`src/rtl/dmem_access_unit.sv`:
```
// dmem_access_unit: load/store initiator for a word-only data memory, with read-modify-write sub-word stores
module dmem_access_unit #(
    parameter int ADDR_W = 32
) (
    input  logic              clk,
    input  logic              reset,
    input  logic              req_valid,
    output logic              req_ready,
    input  logic              req_write,
    input  logic [1:0]        req_size,
    input  logic              req_signed,
    input  logic [ADDR_W-1:0] req_addr,
    input  logic [31:0]       req_wdata,
    output logic              resp_valid,
    output logic [31:0]       resp_rdata,
    output logic              mem_we,
    output logic [ADDR_W-1:0] mem_a,
    output logic [31:0]       mem_wd,
    input  logic [31:0]       mem_rd
);
    typedef enum logic [1:0] {IDLE, RD, WR, RESP} state_t;

    state_t      state;
    logic [1:0]  lane;
    logic [1:0]  size;
    logic        sgn;
    logic        write;
    logic [31:0] wdata;

    // Load result: sub-word lanes are extended, words are rotated right by the byte offset.
    function automatic logic [31:0] load_fmt(logic [31:0] w, logic [1:0] a, logic [1:0] sz, logic s);
        logic [4:0]  sh;
        logic [31:0] rot;
        logic [15:0] h;
        sh  = {a, 3'b000};
        rot = (w >> sh) | (w << (6'd32 - {1'b0, sh}));
        h   = a[1] ? w[31:16] : w[15:0];
        return sz[1] ? rot : sz[0] ? {{16{s & h[15]}}, h} : {{24{s & rot[7]}}, rot[7:0]};
    endfunction

    // Store merge: replace the addressed byte or halfword of the old word; half ignores a[0].
    function automatic logic [31:0] merge(logic [31:0] w, logic [31:0] d, logic [1:0] a, logic [1:0] sz);
        logic [4:0]  sh;
        logic [31:0] m;
        sh = sz[0] ? {a[1], 4'b0000} : {a, 3'b000};
        m  = (sz[0] ? 32'h0000_FFFF : 32'h0000_00FF) << sh;
        return sz[1] ? d : (w & ~m) | ((d << sh) & m);
    endfunction

    assign req_ready = (state == IDLE) && !reset;

    // Single FSM with registered memory-port and response outputs.
    always_ff @(posedge clk or posedge reset) begin
        if (reset) begin
            state      <= IDLE;
            lane       <= '0;
            size       <= '0;
            sgn        <= 1'b0;
            write      <= 1'b0;
            wdata      <= '0;
            mem_we     <= 1'b0;
            mem_a      <= '0;
            mem_wd     <= '0;
            resp_valid <= 1'b0;
            resp_rdata <= '0;
        end else begin
            case (state)
                IDLE: if (req_valid) begin
                    lane   <= req_addr[1:0];
                    size   <= req_size;
                    sgn    <= req_signed;
                    write  <= req_write;
                    wdata  <= req_wdata;
                    state  <= (req_write && req_size[1]) ? WR : RD;
                    mem_a  <= {req_addr[ADDR_W-1:2], 2'b00};
                    mem_we <= req_write && req_size[1];
                    mem_wd <= (req_write && req_size[1]) ? req_wdata : '0;
                end
                RD: if (write) begin
                    state  <= WR;
                    mem_we <= 1'b1;
                    mem_wd <= merge(mem_rd, wdata, lane, size);
                end else begin
                    state      <= RESP;
                    mem_a      <= '0;
                    resp_valid <= 1'b1;
                    resp_rdata <= load_fmt(mem_rd, lane, size, sgn);
                end
                WR: begin
                    state      <= RESP;
                    mem_we     <= 1'b0;
                    mem_a      <= '0;
                    mem_wd     <= '0;
                    resp_valid <= 1'b1;
                    resp_rdata <= '0;
                end
                default: begin
                    state      <= IDLE;
                    resp_valid <= 1'b0;
                    resp_rdata <= '0;
                end
            endcase
        end
    end
endmodule

```
`config.mk`:
```
export PLATFORM = sky130hd
export DESIGN_NAME = dmem_access_unit
export DESIGN_NICKNAME = d
export VERILOG_FILES = /design/src/rtl/dmem_access_unit.sv
export SDC_FILE = /design/constraint.sdc
export NUM_CORES = 1
export LEC_CHECK = 0
export BUFFER_PORTS_ARGS = -buffer_cell sky130_fd_sc_hd__buf_2
export CAP_MARGIN = 20
export CORE_UTILIZATION = 45
export CTS_BUF_LIST = sky130_fd_sc_hd__clkbuf_4
export CTS_CLUSTER_DIAMETER = 50
export DETAILED_ROUTE_END_ITERATION = 10
export PLACE_DENSITY = 0.73
export SKIP_LAST_GASP = 1
export SLEW_MARGIN = 20
export SYNTH_ARGS = -nofsm -noshare
export SYNTH_HDL_FRONTEND = slang
export SYNTH_SLANG_ARGS = --single-unit
```
`constraint.sdc`:
```
create_clock -name clk -period 5.8 [get_ports clk]
set_input_delay 0.87 -clock clk [delete_from_list [all_inputs] [get_ports clk]]
set_output_delay 0.87 -clock clk [all_outputs]
set_load 0.02 [all_outputs]
```
# Yosys cells after proc, flatten, opt, wreduce, memory -nomap -nowiden
# Index checks and enable logic that the tools add are counted.
[classes]
n_reduce_logical = 9
n_eq_ne = 5
muxes = 24
bitwise = 8
addsub = 1
shift = 4
[ops]
columns = ["op", "count"]
rows = [
  ["$mux W32", 9],
  ["$pmux W32 S3", 2],
  ["$and A32 B32 Y32", 2],
  ["$or A32 B32 Y32", 2],
  ["$pmux W32 S2", 1],
  ["$mux W16", 2],
  ["$not A32 Y32", 1],
  ["$shl A16 B5 Y32", 1],
  ["$shl A32 B5 Y32", 1],
  ["$shl A32 B6 Y32", 1],
  ["$shr A32 B5 Y32", 1],
  ["$ne A2 B2 Y1 const B", 3],
  ["$pmux W1 S3", 2],
  ["$pmux W2 S3", 1],
  ["$reduce_and A3 Y1", 2],
  ["$sub A6 B5 Y6 const A", 1],
  ["$mux W1", 4],
  ["$mux W2", 2],
  ["$mux W4", 1],
  ["$reduce_and A2 Y1", 2],
  ["$reduce_bool A3 Y1", 1],
  ["$and A1 B1 Y1", 2],
  ["$eq A2 B1 Y1 const B", 1],
  ["$eq A2 B2 Y1 const B", 1],
  ["4 further kinds", 5],
]
[totals]
regBits = 138
word_cells = 62

# Depth between registers and ports, before layout
[logic_depth]
depth_word = 8
mapped_depth = 10

# Least setup slack after synthesis
# Ideal clock, no wire load.
[synth_timing]
path_type = "flip-flop to flip-flop"
start = "register lane[1]"
end = "register resp_rdata[18]"
stages_incl_launch_ff = 10
slack_ns = 3.654
t_arrival_ns = 2.080
path_cell_list = "dfrtp_1 > buf_4 > inv_1 > ha_1 > or2_4 > a21oi_4 > a21oi_2 > a211oi_4 > buf_6 > a22o_1"
[synth_between]
elab_chain_len = 8
[synth_rtl]
columns = ["item", "line_no", "text"]
rows = [
  ["start, declared", "24", "logic [1:0] lane;"],
  ["start signal, assigned", "69", "lane <= req_addr[1:0];"],
  ["$sub A6 B5 Y6", "36", "rot = (w >> sh) | (w << (6'd32 - {1'b0, sh}));"],
  ["$shl A32 B6 Y32", "36", ""],
  ["$or A32 B32 Y32", "36", ""],
  ["$and A1 B1 Y1", "38", "return sz[1] ? rot : sz[0] ? {{16{s & h[15]}}, h} : {{24{s & rot[7]}}, rot[7:0]};"],
  ["$mux W32", "38", ""],
  ["$mux W32 *", "38", ""],
  ["$mux W32 *", "79", "RD: if (write) begin"],
  ["$pmux W32 S2 *", "67", "case (state)"],
  ["end signal, assigned", "87", "resp_rdata <= load_fmt(mem_rd, lane, size, sgn);"],
  ["end, declared", "15", "output logic [31:0] resp_rdata,"],
]
# Mark *: on every way between the ends. The rest lies on a longest branch, timed or not. The select of a mux whose other input is x is not followed.
# A chain may end at the register's enable or synchronous reset.

# Worst setup path in the final report
[layout_timing]
start = "register lane[0]"
end = "register resp_rdata[23]"
[layout_between]
elab_chain_len = 8
[layout_rtl]
columns = ["item", "line_no"]
rows = [
  ["$sub A6 B5 Y6", "36"],
  ["$shl A32 B6 Y32", "36"],
  ["$or A32 B32 Y32 *", "36"],
  ["$and A1 B1 Y1", "38"],
  ["$mux W32", "38"],
  ["$mux W32 *", "38"],
  ["$mux W32 *", "79"],
  ["$pmux W32 S2 *", "67"],
]
# Marked as above.

==> metrics.yaml <==
outcome:
  result_of_the_run: "completed"
logic_synthesis:
  synth.ff_latch_count: 136
  syn_area_per_cell_um2: 9.449
  post_synth_instance_area_um2: 7502
  post_synth_num_cell_types: 45
  synth_warnings: 0
  cell_count_after_synthesis: 794
  synth.yosys.seq_area_share_pct: 45.36
timing:
  setup_tns_ns: 0
  slew_viol_final: 0
  worst_hold_slack_ns: 0.4310
  rsz0062_at_grt: "no"
  relSlewSlack_pct: 30.22
  fmax_ghz: 0.2498
  final.min_clock_period_ns: 4.004
  final.setup_skew_ns: 0.01553
  worst-slew-pin-transition_ns: 1.047
  final_min_period_over_clock_period_pct: 69.03
  timing_hold_violations_final: 0
  final-setup-viol-count: 0
setup_path:
  cp_data_required_time_ns: 6.28
  logic_depth_of_the_worst_register_to_register_path: 7
  worstPathMaxFanout: 65
  crit_path_arrival_time_ns: 4.49
  timing_worst_setup_path_type: "flip-flop to flip-flop"
  start_kind: "flip-flop"
  cp-end-kind: "flip-flop"
cts:
  htree_num_levels: 4
  clkSlewWorstSetupHoldPaths_ns: 0.12
  clk-insertion-delay-late_ns: 0.55
  clockRootBuffer: "sky130_fd_sc_hd__clkbuf_4"
  total_of_cells_resized_after_clock_tree_synthesis: 0
  postCtsSetupBuffers: 0
  total_clock_sinks: 136
  hold_buffers: 0
  cts_tree: "done"
  cts-buffers-inserted: 17
  clock_path_buffers: 2
placed_design:
  finalWeightedCongestion: 0.9241
  detailedPlacementHpwl_mm: 15.58
  io_buffer_count: 199
drt:
  drc: 0
  route.antenna.remaining_nets: 0
  detailroute.via_count: 6774
  drt_iter0_drc: 573
  drtPass1Iterations: 7
  routed_wl_mm: 22.06
  post_drt_wl_per_cell_um: 18.62
  via_per_inst: 5.716
floorplanning:
  initial_cell_density_of_the_core_pct: 46.72
  die-width_um: 131.1
  chip_height_um: 131.1
  fp.coreArea_um2: 16060
  floorplan.die_area_um2: 17190
  floorplan.rows: 46
  ios: 202
cells_and_area:
  drive_gt1_share_pct: 31.54
  multi_input_area_um2: 3781
  final.fill_count: 1489
  layout_commonest_cell: "sky130_fd_sc_hd__buf_2"
  regArea_um2: 3406
  top_library_cells_by_usage_in_the_layout_fill_and_taps_aside: "sky130_fd_sc_hd__buf_2, sky130_fd_sc_hd__nand2_1, sky130_fd_sc_hd__dfrtp_1"
  synthToLayoutAreaGrowth_pct: 17.53
  num-nets-final: 1064
worst_hold_path:
  hold_class: "input port to asynchronous set/reset pin"
flow_run:
  maxCapViolCount: 0
grt:
  overall_fraction_of_global_route_tracks_in_use_pct: 25.71
  global_route.peak_usage_layer: "met2"
  globalRouteOverflowTotal: 0
  globalRouteMet3Util_pct: 5.864
  first_global_vias: 6280
  grt_max_degree: 78
  antenna_found_initial: 2
  groute.layer.met1.usage_pct: 36.21
  gr-usage-met2_pct: 38.86
  grt_first_pass_wirelength_mm: 34.42
power:
  power.leakage_nw: 4.339
  power_per_cell_area_nw_per_um2: 641.4
  fin_total_pwr_w: 0.005655
  worst_ir_drop_vdd_v: 0.0002479
path summary, 6_finish.rpt:
check / startpoint / end / slack [ns]
min: reset / mem_a[26] / 0.43
min reg2reg: mem_a[27] / mem_a[27] / 0.47
min in group clk: mem_a[27] / mem_a[27] / 0.47
max: lane[0] / resp_rdata[23] / 1.80
max reg2reg: lane[0] / resp_rdata[23] / 1.80
max in group asynchronous: reset / lane[0] / 4.11
through the flow:
step	worst slack (ns)	instances	utilization (%)	cell area (um^2)
after global placement	1.956	1152	53.22	8546
after detailed placement	1.866	1152	53.23	8548
after floorplan	1.291	795	-	7506
final	1.796	1185	54.91	8817
after global routing	1.437	1185	54.91	8817
after CTS	1.818	1182	54.71	8785
critical path, cell delays in order, from the launching register on:
cell and delay [ns]:
sky130_fd_sc_hd__dfrtp_2 1.07, sky130_fd_sc_hd__inv_1 0.22, sky130_fd_sc_hd__ha_1 0.67, sky130_fd_sc_hd__or2_4 0.41, sky130_fd_sc_hd__a21oi_4 0.51, sky130_fd_sc_hd__a21oi_2 0.19, sky130_fd_sc_hd__a211oi_4 0.62, sky130_fd_sc_hd__a22o_1 0.23
layer usage:
| layer | vias to the layer above | share of wire, % |
|---|---|---|
| li1 | 3168 | - |
| met1 | 3271 | 44 |
| met2 | 300 | 46 |
| met3 | 35 | 7.6 |
| met4 | 0 | 1.8 |
| met5 | - | 0 |
Yosys cell counts, drive strengths merged:
| cell | number | area (um^2) |
|---|---|---|
| nand2 | 148 | 555.5 |
| dfrtp | 136 | 3403 |
| inv | 10 | 37.54 |
| nand2b | 11 | 68.82 |
| nand3b | 31 | 232.7 |
| a2bb2oi | 1 | 8.760 |
| and2b | 1 | 7.510 |
| nand3 | 16 | 80.08 |
| a21o | 2 | 15.01 |
| a31oi | 1 | 6.260 |
| o22ai | 18 | 112.6 |
| a22o | 22 | 192.7 |
| buf | 28 | 153.9 |
| conb | 1 | 3.750 |
| a32o | 4 | 40.04 |
| o2111ai | 6 | 52.55 |
| o21bai | 1 | 7.510 |
| or3 | 1 | 6.260 |
| o21a | 3 | 22.52 |
| clkbuf | 37 | 138.9 |
| a211oi | 15 | 125.1 |
| o21ai | 46 | 230.2 |
| or2 | 2 | 15.02 |
| nor2b | 5 | 31.28 |
| a22oi | 14 | 105.1 |
| mux2i | 43 | 430.4 |
| o211ai | 10 | 75.07 |
| ha | 5 | 62.56 |
| nor2 | 37 | 146.4 |
| a211o | 1 | 8.760 |
| o31ai | 1 | 7.510 |
| and2 | 1 | 6.260 |
| a221oi | 4 | 35.03 |
| a21oi | 68 | 366.6 |
| mux2 | 56 | 630.6 |
| a311o | 8 | 80.08 |
sequential cells by signal, summed over array words and instances (netlist names):
register,flops
mem_wd,32
resp_rdata,32
wdata,32
mem_a,30
lane,2
size,2
state,2
mem_we,1
resp_valid,1
sgn,1
write,1
final cells by class:
class	count	share of cell area (%)
Multi-Input combinational cell	584	42.88
Sequential cell	136	38.63
Timing Repair Buffer	207	12.20
Tap cell	216	3.065
Clock buffer	21	1.788
Clock inverter	9	0.8940
Inverter	10	0.4825
Antenna cell	2	0.05676
report_power, final:
part,leakage (nW),internal [W],switching [W]
Clock,0.137,0.000224,0.000340
Sequential,1.74,0.00139,0.000364
Combinational,2.46,0.00130,0.00204
cells by family (layout without fill, tap and decap cells):
| group | after synthesis | after routing | share of synthesized area, % |
|---|---|---|---|
| other cells | 1 | 4 | 0.04999 |
| simple gates | 253 | 253 | 15.33 |
| flops | 136 | 136 | 45.36 |
| mux | 99 | 99 | 14.14 |
| buf+inv | 75 | 247 | 4.403 |
| fa+ha+maj | 5 | 5 | 0.8339 |
| compound gates | 225 | 225 | 19.88 |
Power figures use the tool's default switching activity.
